===== config.mk =====
export PLATFORM = sky130hd
export DESIGN_NAME = ctr_mod
export DESIGN_NICKNAME = d
export VERILOG_FILES = /design/src/rtl/ctr_pkg.sv /design/src/rtl/ctr_mod_step.sv /design/src/rtl/ctr_mod.sv
export SDC_FILE = /design/constraint.sdc
export NUM_CORES = 1
export LEC_CHECK = 0
export ABC_AREA = 1
export CORE_MARGIN = 2
export CORE_UTILIZATION = 46
export DETAILED_ROUTE_END_ITERATION = 6
export PLACE_DENSITY = 0.84
export SYNTH_ARGS = -nofsm -noshare
export SYNTH_HDL_FRONTEND = slang
export SYNTH_SLANG_ARGS = --single-unit

===== constraint.sdc =====
create_clock -name clk -period 3.85 [get_ports clk]
set_input_delay 0.5775 -clock clk [delete_from_list [all_inputs] [get_ports clk]]
set_output_delay 0.5775 -clock clk [all_outputs]
set_load 0.01 [all_outputs]

===== src/rtl/ctr_pkg.sv =====
// Shared definitions for the ctr_mod counter family: direction encoding and
// parameter legality check used at elaboration.
package ctr_pkg;

  typedef enum logic {
    CTR_DN = 1'b0,
    CTR_UP = 1'b1
  } ctr_dir_e;

  // True when WIDTH/MODULUS/RESET_VAL describe a realisable counter.
  function automatic bit ctr_params_ok(input int unsigned     width,
                                       input longint unsigned modulus,
                                       input longint unsigned reset_val);
    if (width < 1 || width > 32) return 1'b0;
    if (modulus < 64'd2) return 1'b0;
    if (modulus > (64'd1 << width)) return 1'b0;
    if (reset_val >= modulus) return 1'b0;
    return 1'b1;
  endfunction

endpackage


===== src/rtl/ctr_mod_step.sv =====
// Combinational successor and terminal-count detect for ctr_mod.
// Terminal behaviour selected by CTR_SAT_EN (defined: saturate, else wrap).
module ctr_mod_step
  import ctr_pkg::*;
#(
  parameter int          WIDTH   = 6,
  parameter int unsigned MODULUS = 64
) (
  input  logic [WIDTH-1:0] out,
  input  logic             up,
  output logic             at_term,
  output logic [WIDTH-1:0] nxt
);

  localparam logic [WIDTH:0] MOD_W = (WIDTH+1)'(MODULUS);
  localparam logic [WIDTH:0] TOP_W = MOD_W - 1'b1;

  logic [WIDTH:0] cur;
  logic [WIDTH:0] term;

  always_comb begin
    cur     = {1'b0, out};
    term    = (up == CTR_UP) ? TOP_W : '0;
    at_term = (cur == term);
    // Off-terminal the step cannot leave 0..MODULUS-1, so WIDTH bits suffice.
    if (!at_term) begin
      nxt = (up == CTR_UP) ? out + 1'b1 : out - 1'b1;
    end else begin
`ifdef CTR_SAT_EN
      nxt = out;
`else
      nxt = (up == CTR_UP) ? '0 : TOP_W[WIDTH-1:0];
`endif
    end
  end

endmodule


===== src/rtl/ctr_mod.sv =====
// Loadable up/down modulo counter with terminal count, event pulse and sticky
// overflow. Define CTR_SAT_EN to saturate at the terminal value instead of wrapping.
module ctr_mod
  import ctr_pkg::*;
#(
  parameter int          WIDTH     = 6,
  parameter int unsigned MODULUS   = 64,
  parameter int unsigned RESET_VAL = 0
) (
  input  logic             clk,
  input  logic             clr,
  input  logic             en,
  input  logic             up,
  input  logic             ld,
  input  logic [WIDTH-1:0] din,
  input  logic             ovf_clr,
  output logic [WIDTH-1:0] out,
  output logic             tc,
  output logic             evt,
  output logic             ovf
);

  if (!ctr_params_ok(WIDTH, longint'(MODULUS), longint'(RESET_VAL))) begin : g_bad_params
    $error("ctr_mod: illegal WIDTH/MODULUS/RESET_VAL combination");
  end

  localparam logic [WIDTH:0] MOD_W = (WIDTH+1)'(MODULUS);
  localparam logic [WIDTH:0] TOP_W = MOD_W - 1'b1;

  logic             at_term;
  logic [WIDTH-1:0] step_nxt;
  logic             wrap_evt;
  logic             bad_ld;
  logic [WIDTH-1:0] out_nxt;

  ctr_mod_step #(
    .WIDTH  (WIDTH),
    .MODULUS(MODULUS)
  ) u_step (
    .out    (out),
    .up     (up),
    .at_term(at_term),
    .nxt    (step_nxt)
  );

  always_comb begin
    wrap_evt = en & ~ld & at_term;
    bad_ld   = ld & ({1'b0, din} >= MOD_W);
    tc       = en & ~ld & ~clr & at_term;
    if (ld) begin
      out_nxt = bad_ld ? TOP_W[WIDTH-1:0] : din;
    end else if (en) begin
      out_nxt = step_nxt;
    end else begin
      out_nxt = out;
    end
  end

  always_ff @(posedge clk) begin
    if (clr) begin
      out <= WIDTH'(RESET_VAL);
      evt <= 1'b0;
      ovf <= 1'b0;
    end else begin
      out <= out_nxt;
      evt <= wrap_evt;
      // A set condition overrides a coincident ovf_clr.
      ovf <= wrap_evt | bad_ld | (ovf & ~ovf_clr);
    end
  end

endmodule

==> run metrics <==
DR vias/cell 5.079; clock buffer depth 2; total power 0.2489 mW; Syn Area/Cell 6.715 um2; Synth cell types 21; synthesized flop and latch total 8; area of the multi-input gates 394.1 um2; pin slew with the least headroom to its limit 0.4533 ns; CP max stage cell clkdlybuf4s50_1; Setup Fix Bufs, Post-CTS 0; most frequent CP cell clkdlybuf4s50_1; Hold/Removal Path Class reg -> reg; initial core utilization 47.63%; drt first-iter violations 6; Row Count 13; Fin Setup TNS 0 ns; hpwl dp 1143 um; cell family with most CP delay buffers and inverters; Max stage delay on crit path 0.54 ns; CTS-repair resized insts 0; Post-Syn Area 604.3 um2; Fmax 304.9 MHz; Final nets 131; non-filler cells, final 127; Post-Syn Instances 90; Pleak 0.3845 nW; PortBufs 20; Post-synth ARST share 0%; Seq/Total Area, Yosys 26.50%; PwrDens 296.0 nW/um2; largest net degree at the start of global routing 10; Root Buffer clkbuf_4; Setup crit end kind output port; total global routing track utilization 21.93%; VDD IR max 243.9 uV; Crit Path Max Fanout 7; clock-pin slew on the worst setup and hold paths 0.05 ns; Antenna Nets Post-Route 0; Setup crit start kind primary input; P&R area growth vs syn 39.13%; final hold viol count 0; Sink Count 8; largest area contributor in the netlist dfxtp_1; post-DR wirelength/cell 10.90 um; Post-synth top flop dfxtp_1; Worst Path Required 3.27 ns; worst endpoint data arrival time 2.70 ns; area share of the largest cell type after synthesis 26.50%; critical-path cell list clkdlybuf4s50_1, inv_1, ha_1, nand2_2, nor2_2, nand3_2, nor2_1, clkdlybuf4s50_1; # fillers 119; core footprint 1269 um2; post-layout util 66.27%; Inserted Clock Buffers 3; vias 645; clock latency on the worst-skew pair 0.25 ns; WL final 1384 um; top area cells in the synthesized netlist dfxtp_1 (27%), nand2_1 (17%), ha_1 (8.3%); final setup vio count 0; yosys warns 0; vias in the first global route 557; crit share post-route 85.19%; Post-synth EDFFs 0; n_diodes 0; Ports 21; unrepaired setup endpoints after global routing no; pins over their slew limit 0; layout cells sized above 1 8.929%; Post-synth top cells nand2_1 (27), inv_1 (11), dfxtp_1 (8), nand3_1 (8), a21oi_1 (7); Max Cap Violations 0; worst setup path class in -> out; Mapped Nets 107; DRT Pass-1 Iters 2; placed cell count 124; Reg area 160.2 um2; first-pass GRT wire length 2270 um; worst rel slew slack 69.67%; routability cong. 0.8030; outcome complete, no violations; Die Ht 40.25 um; CP Buf/Inv Count 3; CTS tree built; antenna violations before repair 0; # DRC 0; most frequent cell after synthesis nand2_1; Final Skew 0.004818 ns; gr ovfl total 0; area of the die 1620 um2; CTS Hold Buffers Added 0; Horiz. Die Dim 40.25 um; Hold WS 0.4896 ns; Final Critical Period 3.280 ns; H-tree lvl count 1
final cells by class:
| cell class | instances | area share, % |
|---|---|---|
| inverter | 12 | 5.357 |
| sequential | 8 | 19.05 |
| tap | 15 | 2.232 |
| clock buffer | 3 | 2.679 |
| multi-input combinational | 69 | 46.88 |
| timing repair buffer | 20 | 23.81 |
worst reg2reg max path, delay by kind of cell (launching register included):
kind / cells / cell delay (ns)
AOI/OAI and AO/OA: 1 / 0.11
adders and majority gates: 1 / 0.38
buffers and inverters: 1 / 0.08
DFF: 1 / 0.33
and+or+nand+nor: 4 / 0.51
kinds of logic (layout without fill, tap and decap cells):
kind of cell	Yosys count	in the layout	synth area share (%)
xor+xnor	2	2	2.899
fa+ha+maj	5	5	11.59
simple gates	48	48	36.44
compound gates	14	14	14.29
buf+inv	13	35	8.280
flops	8	8	26.50
final timing paths:
| kind | end | slack (ns) | cells after the start | start |
|---|---|---|---|---|
| min reg2reg | out[4] | 0.49 | 2 | out[4] |
| max | tc | 0.57 | 8 | up |
| max reg2reg | out[5] | 2.37 | 7 | out[2] |
| min | out[4] | 0.49 | 2 | out[4] |
sequential cells by signal, summed over array words and instances, names as in the netlist:
signal	flops
ovf	1
out	6
evt	1
layer usage:
metal / part of all wire [%] / up-vias / wire, um / track usage, %
met5: 0 / - / 0 / 0
met4: 2.5 / 0 / 34 / 15.00
met3: 3.0 / 5 / 42 / 3.333
met2: 46 / 16 / 631 / 33.47
met1: 49 / 280 / 676 / 28.09
li1: - / 344 / - / -
where the power goes:
part / leakage [nW] / internal (mW) / total [mW] / switching (mW)
Sequential: 0.0659 / 0.0885 / 0.0947 / 0.00620
Clock: 0.0138 / 0.0356 / 0.0636 / 0.0279
Combinational: 0.305 / 0.0450 / 0.0906 / 0.0456
layout by cell type, fill, tap and decap left out:
cell type,netlist,layout
a22oi_1,4,4
ha_1,4,4
nand2_1,27,27
dfxtp_1,8,8
nand2_2,2,2
nand4_1,1,1
nand3b_1,2,2
clkbuf_4,0,3
nor2_2,1,1
o22ai_1,2,2
nor3_2,1,1
xnor2_1,1,1
a21oi_2,1,1
nor2_1,5,5
xor2_1,1,1
a21oi_1,7,7
nand3_2,1,1
fa_1,1,1
clkdlybuf4s50_1,0,20
inv_1,11,11
nand3_1,8,8
inv_2,1,1
stage by stage:
stage                     setup WS [ns]  area, um2
after CTS                        0.5598      840.8
after global routing             0.4450      840.8
after floorplan                   1.702      604.3
after detailed placement         0.5667      818.3
after global placement           0.6167      818.3
final                            0.5702      840.8
(Power assumes the default switching activity.)
